**src/rtl/cpu_pkg.sv**
```systemverilog
// Shared types for the control sequencer: FSM states, opcode constants,
// IR field positions and the instruction-class decode.
package cpu_pkg;

    typedef enum logic [3:0] {
        S_IDLE,
        S_T0,
        S_T1,
        S_T2,
        S_T3,
        S_T4,
        S_T5,
        S_T6,
        S_HALT
    } state_e;

    typedef logic [4:0] opcode_t;

    localparam opcode_t OP_ADD  = 5'b00011;
    localparam opcode_t OP_SUB  = 5'b00100;
    localparam opcode_t OP_AND  = 5'b00101;
    localparam opcode_t OP_OR   = 5'b00110;
    localparam opcode_t OP_ROR  = 5'b00111;
    localparam opcode_t OP_ROL  = 5'b01000;
    localparam opcode_t OP_SHR  = 5'b01001;
    localparam opcode_t OP_SHRA = 5'b01010;
    localparam opcode_t OP_SHL  = 5'b01011;
    localparam opcode_t OP_MUL  = 5'b01111;
    localparam opcode_t OP_DIV  = 5'b10000;
    localparam opcode_t OP_NOP  = 5'b11010;
    localparam opcode_t OP_HALT = 5'b11011;

    localparam int IR_OP_MSB = 31;
    localparam int IR_OP_LSB = 27;
    localparam int IR_RA_MSB = 26;
    localparam int IR_RA_LSB = 23;
    localparam int IR_RB_MSB = 22;
    localparam int IR_RB_LSB = 19;
    localparam int IR_RC_MSB = 18;
    localparam int IR_RC_LSB = 15;

    typedef enum logic [2:0] {
        CLS_ALU,
        CLS_MULDIV,
        CLS_NOP,
        CLS_HALT,
        CLS_ILLEGAL
    } iclass_e;

    function automatic iclass_e decode_class(opcode_t op);
        iclass_e cls;
        case (op)
            OP_ADD, OP_SUB, OP_AND, OP_OR, OP_ROR,
            OP_ROL, OP_SHR, OP_SHRA, OP_SHL: cls = CLS_ALU;
            OP_MUL, OP_DIV:                  cls = CLS_MULDIV;
            OP_NOP:                          cls = CLS_NOP;
            OP_HALT:                         cls = CLS_HALT;
            default:                         cls = CLS_ILLEGAL;
        endcase
        return cls;
    endfunction

endpackage

```
**src/rtl/control_sequencer_if.sv**
```systemverilog
// Sequencer <-> datapath control bundle: IR feedback, memory ready and all
// register/bus/ALU strobes.
interface control_sequencer_if;

    logic [31:0] ir;
    logic        mem_ready;
    logic [15:0] reg_in;
    logic [15:0] reg_out;
    logic        PCout, PCin, incPC, MARin, MDRin, MDRout, read, IRin;
    logic        Yin, Zin, ZLowOut, ZHighOut, HIin, LOin;
    logic [4:0]  opcode;

    modport master (
        input  ir, mem_ready,
        output reg_in, reg_out, PCout, PCin, incPC, MARin, MDRin, MDRout, read, IRin,
               Yin, Zin, ZLowOut, ZHighOut, HIin, LOin, opcode
    );

    modport slave (
        output ir, mem_ready,
        input  reg_in, reg_out, PCout, PCin, incPC, MARin, MDRin, MDRout, read, IRin,
               Yin, Zin, ZLowOut, ZHighOut, HIin, LOin, opcode
    );

endinterface

```
**src/rtl/control_sequencer_reg_select.sv**
```systemverilog
// 4-to-16 one-hot register select, forced to zero when not enabled.
module reg_select (
    input  logic [3:0]  sel_i,
    input  logic        en_i,
    output logic [15:0] onehot_o
);

    // NOTE: default every combinational output first so no path leaves it unassigned (no latch).
    always_comb begin
        onehot_o = '0;
        if (en_i) onehot_o[sel_i] = 1'b1;
    end

endmodule

```
**src/rtl/control_sequencer.sv**
```systemverilog
// Hardwired control sequencer: fetch (T0-T2) and execute (T3-T6) state machine
// driving the datapath strobes; outputs depend only on registered state and IR.
module control_sequencer
    import cpu_pkg::*;
#(
    parameter int unsigned MEM_WAIT_MAX = 15
) (
    input  logic                clock,
    input  logic                clear,
    input  logic                run,
    control_sequencer_if.master bus,
    output logic                halted,
    output logic                illegal,
    output logic                mem_timeout
);

    localparam logic [3:0] WAIT_LIMIT = (MEM_WAIT_MAX > 15) ? 4'hF : 4'(MEM_WAIT_MAX);

    state_e     state_q, state_d;
    logic [3:0] stall_q, stall_d;
    logic       timeout_seen_q, timeout_seen_d;

    opcode_t    op;
    iclass_e    iclass;
    logic [3:0] ra, rb, rc;
    logic [3:0] out_sel, in_sel;
    logic       out_en, in_en;
    logic [15:0] reg_out_w, reg_in_w;
    logic       unused_ir;

    assign op        = bus.ir[IR_OP_MSB:IR_OP_LSB];
    assign ra        = bus.ir[IR_RA_MSB:IR_RA_LSB];
    assign rb        = bus.ir[IR_RB_MSB:IR_RB_LSB];
    assign rc        = bus.ir[IR_RC_MSB:IR_RC_LSB];
    assign iclass    = decode_class(op);
    assign unused_ir = ^bus.ir[IR_RC_LSB-1:0];

    // NOTE: sequential state uses non-blocking assignments so every register samples pre-edge values.
    always_ff @(posedge clock or negedge clear) begin
        if (!clear) begin
            state_q        <= S_IDLE;
            stall_q        <= '0;
            timeout_seen_q <= 1'b0;
        end else begin
            state_q        <= state_d;
            stall_q        <= stall_d;
            timeout_seen_q <= timeout_seen_d;
        end
    end

    always_comb begin
        state_d = state_q;
        unique case (state_q)
            S_IDLE: if (run) state_d = S_T0;
            S_T0:   state_d = S_T1;
            S_T1:   if (bus.mem_ready) state_d = S_T2;
            S_T2:   state_d = S_T3;
            S_T3: begin
                case (iclass)
                    CLS_ALU, CLS_MULDIV: state_d = S_T4;
                    CLS_HALT:            state_d = S_HALT;
                    default:             state_d = run ? S_T0 : S_IDLE;
                endcase
            end
            S_T4:   state_d = S_T5;
            S_T5:   state_d = (iclass == CLS_MULDIV) ? S_T6 : (run ? S_T0 : S_IDLE);
            S_T6:   state_d = run ? S_T0 : S_IDLE;
            S_HALT: state_d = S_HALT;
            default: state_d = S_IDLE;
        endcase
    end

    // Counter is held at zero outside T1, so each fetch starts its stall count fresh.
    always_comb begin
        stall_d        = '0;
        timeout_seen_d = 1'b0;
        if (state_q == S_T1) begin
            stall_d        = (!bus.mem_ready && stall_q != 4'hF) ? stall_q + 4'd1 : stall_q;
            timeout_seen_d = timeout_seen_q | mem_timeout;
        end
    end

    always_comb begin
        bus.PCout    = 1'b0;
        bus.PCin     = 1'b0;
        bus.incPC    = 1'b0;
        bus.MARin    = 1'b0;
        bus.MDRin    = 1'b0;
        bus.MDRout   = 1'b0;
        bus.read     = 1'b0;
        bus.IRin     = 1'b0;
        bus.Yin      = 1'b0;
        bus.Zin      = 1'b0;
        bus.ZLowOut  = 1'b0;
        bus.ZHighOut = 1'b0;
        bus.HIin     = 1'b0;
        bus.LOin     = 1'b0;
        bus.opcode   = OP_NOP;
        out_en       = 1'b0;
        out_sel      = '0;
        in_en        = 1'b0;
        in_sel       = '0;
        halted       = 1'b0;
        illegal      = 1'b0;
        mem_timeout  = 1'b0;
        unique case (state_q)
            S_T0: begin
                bus.PCout = 1'b1;
                bus.MARin = 1'b1;
                bus.incPC = 1'b1;
            end
            S_T1: begin
                bus.read    = 1'b1;
                bus.MDRin   = 1'b1;
                bus.PCin    = 1'b1;
                mem_timeout = (stall_q == WAIT_LIMIT) && !timeout_seen_q;
            end
            S_T2: begin
                bus.MDRout = 1'b1;
                bus.IRin   = 1'b1;
            end
            S_T3: begin
                illegal = (iclass == CLS_ILLEGAL);
                if (iclass == CLS_ALU || iclass == CLS_MULDIV) begin
                    bus.Yin = 1'b1;
                    out_en  = 1'b1;
                    out_sel = (iclass == CLS_ALU) ? rb : ra;
                end
            end
            S_T4: begin
                bus.Zin    = 1'b1;
                bus.opcode = op;
                out_en     = 1'b1;
                out_sel    = (iclass == CLS_ALU) ? rc : rb;
            end
            S_T5: begin
                bus.ZLowOut = 1'b1;
                if (iclass == CLS_MULDIV) begin
                    bus.LOin = 1'b1;
                end else begin
                    in_en  = 1'b1;
                    in_sel = ra;
                end
            end
            S_T6: begin
                bus.ZHighOut = 1'b1;
                bus.HIin     = 1'b1;
            end
            S_HALT: halted = 1'b1;
            default: ;
        endcase
    end

    reg_select u_out_sel (
        .sel_i    (out_sel),
        .en_i     (out_en),
        .onehot_o (reg_out_w)
    );

    reg_select u_in_sel (
        .sel_i    (in_sel),
        .en_i     (in_en),
        .onehot_o (reg_in_w)
    );

    assign bus.reg_out = reg_out_w;
    assign bus.reg_in  = reg_in_w;

endmodule

```
**src/flat_wrapper.sv**
```systemverilog
// flat-port wrapper written by rule: the top's interface ports become plain ports
module control_sequencer_flat import cpu_pkg::*;
#(
    parameter int unsigned MEM_WAIT_MAX = 15
)
  (clock, clear, run, halted, illegal, mem_timeout, bus_ir, bus_mem_ready, bus_reg_in, bus_reg_out, bus_PCout, bus_PCin, bus_incPC, bus_MARin, bus_MDRin, bus_MDRout, bus_read, bus_IRin, bus_Yin, bus_Zin, bus_ZLowOut, bus_ZHighOut, bus_HIin, bus_LOin, bus_opcode);
  control_sequencer_if bus_i ();
  input  logic clock;
  input  logic clear;
  input  logic run;
  output logic halted;
  output logic illegal;
  output logic mem_timeout;
  input wire logic [$bits(bus_i.ir)-1:0] bus_ir;
  input wire logic [$bits(bus_i.mem_ready)-1:0] bus_mem_ready;
  output wire logic [$bits(bus_i.reg_in)-1:0] bus_reg_in;
  output wire logic [$bits(bus_i.reg_out)-1:0] bus_reg_out;
  output wire logic [$bits(bus_i.PCout)-1:0] bus_PCout;
  output wire logic [$bits(bus_i.PCin)-1:0] bus_PCin;
  output wire logic [$bits(bus_i.incPC)-1:0] bus_incPC;
  output wire logic [$bits(bus_i.MARin)-1:0] bus_MARin;
  output wire logic [$bits(bus_i.MDRin)-1:0] bus_MDRin;
  output wire logic [$bits(bus_i.MDRout)-1:0] bus_MDRout;
  output wire logic [$bits(bus_i.read)-1:0] bus_read;
  output wire logic [$bits(bus_i.IRin)-1:0] bus_IRin;
  output wire logic [$bits(bus_i.Yin)-1:0] bus_Yin;
  output wire logic [$bits(bus_i.Zin)-1:0] bus_Zin;
  output wire logic [$bits(bus_i.ZLowOut)-1:0] bus_ZLowOut;
  output wire logic [$bits(bus_i.ZHighOut)-1:0] bus_ZHighOut;
  output wire logic [$bits(bus_i.HIin)-1:0] bus_HIin;
  output wire logic [$bits(bus_i.LOin)-1:0] bus_LOin;
  output wire logic [$bits(bus_i.opcode)-1:0] bus_opcode;
  assign bus_i.ir = bus_ir;
  assign bus_i.mem_ready = bus_mem_ready;
  assign bus_reg_in = bus_i.reg_in;
  assign bus_reg_out = bus_i.reg_out;
  assign bus_PCout = bus_i.PCout;
  assign bus_PCin = bus_i.PCin;
  assign bus_incPC = bus_i.incPC;
  assign bus_MARin = bus_i.MARin;
  assign bus_MDRin = bus_i.MDRin;
  assign bus_MDRout = bus_i.MDRout;
  assign bus_read = bus_i.read;
  assign bus_IRin = bus_i.IRin;
  assign bus_Yin = bus_i.Yin;
  assign bus_Zin = bus_i.Zin;
  assign bus_ZLowOut = bus_i.ZLowOut;
  assign bus_ZHighOut = bus_i.ZHighOut;
  assign bus_HIin = bus_i.HIin;
  assign bus_LOin = bus_i.LOin;
  assign bus_opcode = bus_i.opcode;
  control_sequencer #(.MEM_WAIT_MAX(MEM_WAIT_MAX)) u_core (.clock(clock), .clear(clear), .run(run), .bus(bus_i), .halted(halted), .illegal(illegal), .mem_timeout(mem_timeout));
endmodule
```
**config.mk**
```make
export PLATFORM = sky130hd
export DESIGN_NAME = control_sequencer_flat
export DESIGN_NICKNAME = d
export VERILOG_FILES = /design/src/rtl/cpu_pkg.sv /design/src/rtl/control_sequencer_if.sv /design/src/rtl/control_sequencer_reg_select.sv /design/src/rtl/control_sequencer.sv /design/src/flat_wrapper.sv
export SDC_FILE = /design/constraint.sdc
export NUM_CORES = 1
export LEC_CHECK = 0
export CAP_MARGIN = 20
export CORE_MARGIN = 8
export CORE_UTILIZATION = 31
export DETAILED_ROUTE_END_ITERATION = 10
export MAX_ROUTING_LAYER = met4
export PLACE_DENSITY = 0.86
export SYNTH_ARGS = -nofsm -noshare
export SYNTH_HDL_FRONTEND = slang
export SYNTH_HIERARCHICAL = 1
export SYNTH_SLANG_ARGS = --single-unit
```
**constraint.sdc**
```tcl
create_clock -name clock -period 1.8 [get_ports clock]
set_input_delay 0.18 -clock clock [delete_from_list [all_inputs] [get_ports clock]]
set_output_delay 0.18 -clock clock [all_outputs]
set_load 0.01 [all_outputs]
```
### Word level (Yosys, flattened, before mapping)

Memory sizes are Yosys's and may differ from the RTL's.
Index checks and enable logic that the tools add are counted.

| operators by class | value |
|---|---|
| equal/unequal tests | 16 |
| bitwise gates (word level) | 1 |
| mux-type cells | 38 |
| shift operators | 0 |
| magnitude comparators | 4 |
| add/sub/neg operators | 1 |
| multiply operators | 0 |
| divide/modulo/power cells | 0 |
| reductions and logical operators | 11 |

Operator list:

| kind | number |
|---|---|
| $mux 4 | 10 |
| $pmux 4 s9 | 1 |
| $mux 16 | 2 |
| $mux 1 | 19 |
| $eq 4x3->1 const B | 4 |
| $pmux 4 s2 | 2 |
| $lt 4x5->1 const B | 2 |
| $demux 1 s4 | 2 |
| $eq 4x2->1 const B | 2 |
| $eq 4x4->1 const B | 2 |
| $ge 4x1->1 const B | 2 |
| $ne 2x2->1 const B | 3 |
| $mux 5 | 1 |
| $add 4x1->4 const B | 1 |
| $eq 4x1->1 const B | 1 |
| $logic_and 1x1->1 | 4 |
| $logic_not 4->1 | 1 |
| $ne 4x4->1 const B | 1 |
| $eq 3x1->1 const B | 1 |
| $eq 3x2->1 const B | 1 |
| $eq 3x3->1 const B | 1 |
| $logic_not 3->1 | 1 |
| $logic_not 1->1 | 2 |
| $pmux 1 s2 | 1 |
| 4 further kinds | 4 |

| word-level totals | value |
|---|---|
| memories | 1 |
| latch bits | 0 |
| output and inout port bits | 54 |
| ROM bits | 96 |
| RAM bits | 0 |
| input bits | 36 |
| flip-flop bits (word level) | 9 |

Memories:

| name | words | width | read ports | clocked after memory_dff | wr ports | line | RTL |
|---|---|---|---|---|---|---|---|
| (name not given) | 32 | 3 | 1 | 0 | 0 | cpu_pkg.sv:52 | `case (op)` |

### Longest topological paths before layout

An unclocked memory read counts as a cell.

| logic depth | value |
|---|---|
| depth after elaboration | 10 |
| depth in mapped cells | 8 |
| depth with buffers taken out | 7 |

### Cells and area by module

Netlist, hierarchy kept.

Modules (own cells, without submodules):

| module | seq. area each (um^2) | instances | area an instance (um^2) | cells each |
|---|---|---|---|---|
| control_sequencer | 225.2 | 1 | 947.2 | 115 |
| reg_select (u_core.u_in_sel) | 0.0 | 1 | 120.1 | 23 |
| reg_select (u_core.u_out_sel) | 0.0 | 1 | 117.6 | 23 |

### Worst setup path after synthesis

OpenSTA, ideal clock, no wires.

| path | value |
|---|---|
| kind | reg-to-output |
| start | register u_core.state_q[2] |
| end | output port bus_reg_out[11] |
| required time | 1.620 ns |
| data arrival time | 1.788 ns |
| path buffers | 1 |
| stages on the path, launching flop included | 8 |
| setup slack | -0.168 ns |
| cells stage by stage | dfrtp_1 > buf_6 > nand2b_4 > or3_4 > a21o_1 > o22ai_1 > nand2_1 > nor2_1 |

| on the way | value |
|---|---|
| cells in the longest elaborated chain, start to end | 7 |

Ends and longest elaborated chain:

| element | line | RTL |
|---|---|---|
| start, declared | control_sequencer.sv:19 | `state_e state_q, state_d;` |
| start signal, assigned | control_sequencer.sv:45 | `state_q <= state_d;` |
| $eq 4x3->1 | control_sequencer.sv:106 | `unique case (state_q)` |
| $pmux 4 s2 (*) | control_sequencer.sv:106 |  |
| net u_core.out_sel[0] | control_sequencer.sv:26 | `logic [3:0] out_sel, in_sel;` |
| $lt 4x5->1 (implied by the code) or $ge 4x1->1 (tied branches) | control_sequencer_reg_select.sv:11 | `if (en_i) onehot_o[sel_i] = 1'b1;` |
| $logic_and 1x1->1 (implied by the code) | control_sequencer_reg_select.sv:11 |  |
| $mux 1 (implied by the code) | control_sequencer_reg_select.sv:11 |  |
| $demux 1 s4 (*) | control_sequencer_reg_select.sv:11 |  |
| $mux 16 (*) | control_sequencer_reg_select.sv:11 |  |
| end, declared | flat_wrapper.sv:17 | `output wire logic [$bits(bus_i.reg_out)-1:0] bus_reg_out;` |

The timed path passes the listed nets; every way through them passes the cells marked *.

### Worst setup path in the final report

| path | value |
|---|---|
| start | register u_core.state_q[3] |
| end | output port bus_reg_out[0] |

RTL lines:

| element | line | RTL |
|---|---|---|
| $eq 4x3->1 | control_sequencer.sv:106 |  |
| $pmux 1 s2 (*) | control_sequencer.sv:106 |  |
| net u_core.out_en | control_sequencer.sv:27 | `logic out_en, in_en;` |
| $mux 16 (*) | control_sequencer_reg_select.sv:11 |  |

Marks and branches as above.

==> flow_metrics.env <==
export IMPL_cp_slowest_stage_delay_ns=0.44
export IMPL_drt_iter0_drc=185
export IMPL_die_area_um2=6060
export IMPL_synthFlopType="dfrtp_1"
export IMPL_cts_hold_buf=0
export IMPL_route_detailed_drc=0
export IMPL_overflow=0
export IMPL_clk_path_buf_depth=2
export IMPL_powerDensity_nw_per_um2=722
export IMPL_start_kind="flip-flop"
export IMPL_critPathTopFamily="simple AND/OR/NAND/NOR gates"
export IMPL_cts_tree="yes"
export IMPL_crit_chain="nand2b_4, or3_4, a21o_4, nand2_4, or3b_4, nor3_4, buf_6"
export IMPL_postRouteAntennaNets=0
export IMPL_post_route_period_util_pct=128
export IMPL_finalPower_mw=1.91
export IMPL_crit_path_end_kind="output pin"
export IMPL_grt_pass1_vias=1794
export IMPL_hold_viol_final=0
export IMPL_rsz0062_at_grt="yes"
export IMPL_synth_seq_cells=9
export IMPL_ir_drop_v=0.000626
export IMPL_yosys_warnings=6
export IMPL_layout_common_cells="50 x buf_4, 34 x buf_2, 25 x buf_6"
export IMPL_finClkSkew_ns=0.00325
export IMPL_drive_above_1_share_pct=61.8
export IMPL_fp_dieH_um=77.8
export IMPL_critPathRequiredTime_ns=1.62
export IMPL_drv_cap=0
export IMPL_gp_congestion=0.876
export IMPL_syn_nets=198
export IMPL_post_route_min_period_ns=2.30
export IMPL_clkLatencyLatePin_ns=0.23
export IMPL_placeableCoreArea_um2=3660
export IMPL_setup_viol=39
export IMPL_num_rows=22
export IMPL_fmax_mhz=434
export IMPL_cts_root_buf="clkbuf_8"
export IMPL_cp_data_arrival_time_ns=2.12
export IMPL_start_util_pct=32.4
export IMPL_antenna_found_initial=0
export IMPL_totalWireLength_mm=5.99
export IMPL_ys_types=47
export IMPL_finalWorstSetupSlack_ns=-0.502
export IMPL_n_antenna_cell=0
export IMPL_final_nets=331
export IMPL_async_flop_share_pct=100
export IMPL_io_buffers=74
export IMPL_fill_cells=262
export IMPL_grt_start_max_net_pins=11
export IMPL_worst_path_buf_inv=1
export IMPL_num_vias=1769
export IMPL_synth_cell_area_um2=1180
export IMPL_slew_viol_final=0
export IMPL_pin_count=90
export IMPL_syn2layout_area_growth_pct=123
export IMPL_crit_type="reg -> out"
export IMPL_outcome="complete, but fails checks"
export IMPL_final_util_pct=72.0
export IMPL_placed_cells=312
export IMPL_p_leak_nw=1.26
export IMPL_track_usage_pct=17.6
export IMPL_synth_edf_count=0
export IMPL_cts_buffers=3
export IMPL_htreeDepth=1
export IMPL_fin_cells=341
export IMPL_hp_class="in -> async"
export IMPL_holdWs_ns=0.241
export IMPL_die_w_um=77.8
export IMPL_worstPathMaxFanout=5
export IMPL_wire_per_inst_um=17.6
export IMPL_clk_pin_slew_ns=0.05
export IMPL_ys_seq_area_share_pct=19.0
export IMPL_relSlewSlack_pct=70.1
export IMPL_tns_ns=-12.72
export IMPL_viasPerCell=5.19
export IMPL_clkSinkCount=9
export IMPL_grt_pass1_wl_mm=8.68
export IMPL_worst_pin_slew_ns=0.448
export IMPL_dpl_hpwl_mm=3.77
export IMPL_violations="negative setup slack"
export IMPL_critPathSlowestCell="or3b_4"
export IMPL_synthCells=161
export IMPL_final_common_cell="buf_4"
export IMPL_avgSynthCellArea_um2=7.36
export IMPL_drt_first_pass_iters=4
-- state kept, by name, summed over array words and instances (netlist names) --
name / cells
u_core/stall_q: 4
u_core/state_q: 4
u_core/timeout_seen_q: 1
-- path summary, 6_finish.rpt --
check                      slack, ns                       startpoint  cells after the start                               to
setup / recovery               -0.50    u_core/state_q[3]$_DFFE_PN0P_                      7                   bus_reg_out[0]
hold / removal                  0.24                            clear                      1    u_core/stall_q[3]$_DFFE_PN0P_
setup reg to reg                0.19    u_core/state_q[0]$_DFFE_PN0P_                      7    u_core/stall_q[2]$_DFFE_PN0P_
hold reg to reg                 0.53  u_core/timeout_seen_q$_DFF_PN0_                      2  u_core/timeout_seen_q$_DFF_PN0_
max in group asynchronous       1.27                            clear                      1    u_core/state_q[2]$_DFFE_PN0P_
min in group clock              0.53  u_core/timeout_seen_q$_DFF_PN0_                      2  u_core/timeout_seen_q$_DFF_PN0_
-- cells by family (layout without fill, tap and decap cells) --
logic type                 after synthesis  in the layout  synth area share [%]
and+or+nand+nor                         95             95                  45.5
AOI/OAI and AO/OA                       23             23                  13.9
buffers and inverters                   21            153                  10.7
muxes                                    9              9                  7.60
DFF                                      9              9                  19.0
xor gates and xnor gates                 3              3                  2.22
adders and majority gates                1              1                  1.06
-- metrics by stage --
step                      area [µm²]  setup slack (ns)
after floorplan                 1230            -0.119
after global placement          2250            -0.981
after detailed placement        2250             -1.11
after CTS                       2450            -0.466
after global routing            2640            -0.575
final                           2640            -0.502
-- timing repair --
| action | CTS | global route |
|---|---|---|
| buffers inserted | 17 | 8 |
| pin swaps | 31 | 17 |
| cloned | 0 | 0 |
| resized for setup | 245 | 43 |
| setup endpoints to repair | 54 | 46 |
-- area by class of cell --
type	instances	area [µm²]	share of cell area [%]
well taps	48	60.1	2.28
repair buffers	140	1120	42.5
flip-flops and latches	9	225	8.54
inverters	9	36.3	1.38
multi-input cells	131	1150	43.6
clock buffers	4	45.0	1.71
-- synth_stat cells, types with 2 or more instances --
cell      count  share of area, %
inv_1         8               2.5
buf_2         2              0.84
nand3b_1      4               2.5
a31oi_1       2               1.1
nor3_1        8               3.4
and2_1        5               2.6
nand4_1       2               1.1
mux2i_1       9               7.6
or3_1         6               3.2
nand3_1       3               1.3
a21oi_1       3               1.3
buf_4         6               3.8
nor2_1       31               9.8
o21ai_0       2              0.84
nand2_1      11               3.5
nor3_2        5               4.2
buf_6         3               2.9
nand2b_1      7               3.7
a21o_1        2               1.3
o22ai_1       5               2.6
dfrtp_1       9                19
xor2_1        2               1.5
or3b_4        2               1.9
-- metal layers --
layer | track usage [%] | up-vias | share of wire, %
li1 | - | 824 | -
met1 | 19.7 | 832 | 39
met2 | 30.1 | 89 | 50
met3 | 3.00 | 24 | 5.9
met4 | 7.55 | 0 | 4.7
met5 | - | - | 0
-- power by group --
group | switching [mW] | internal (mW)
registers | 0.0310 | 0.243
clock network | 0.0832 | 0.155
logic | 0.664 | 0.729
No activity file was read; power rests on OpenSTA's default activity.
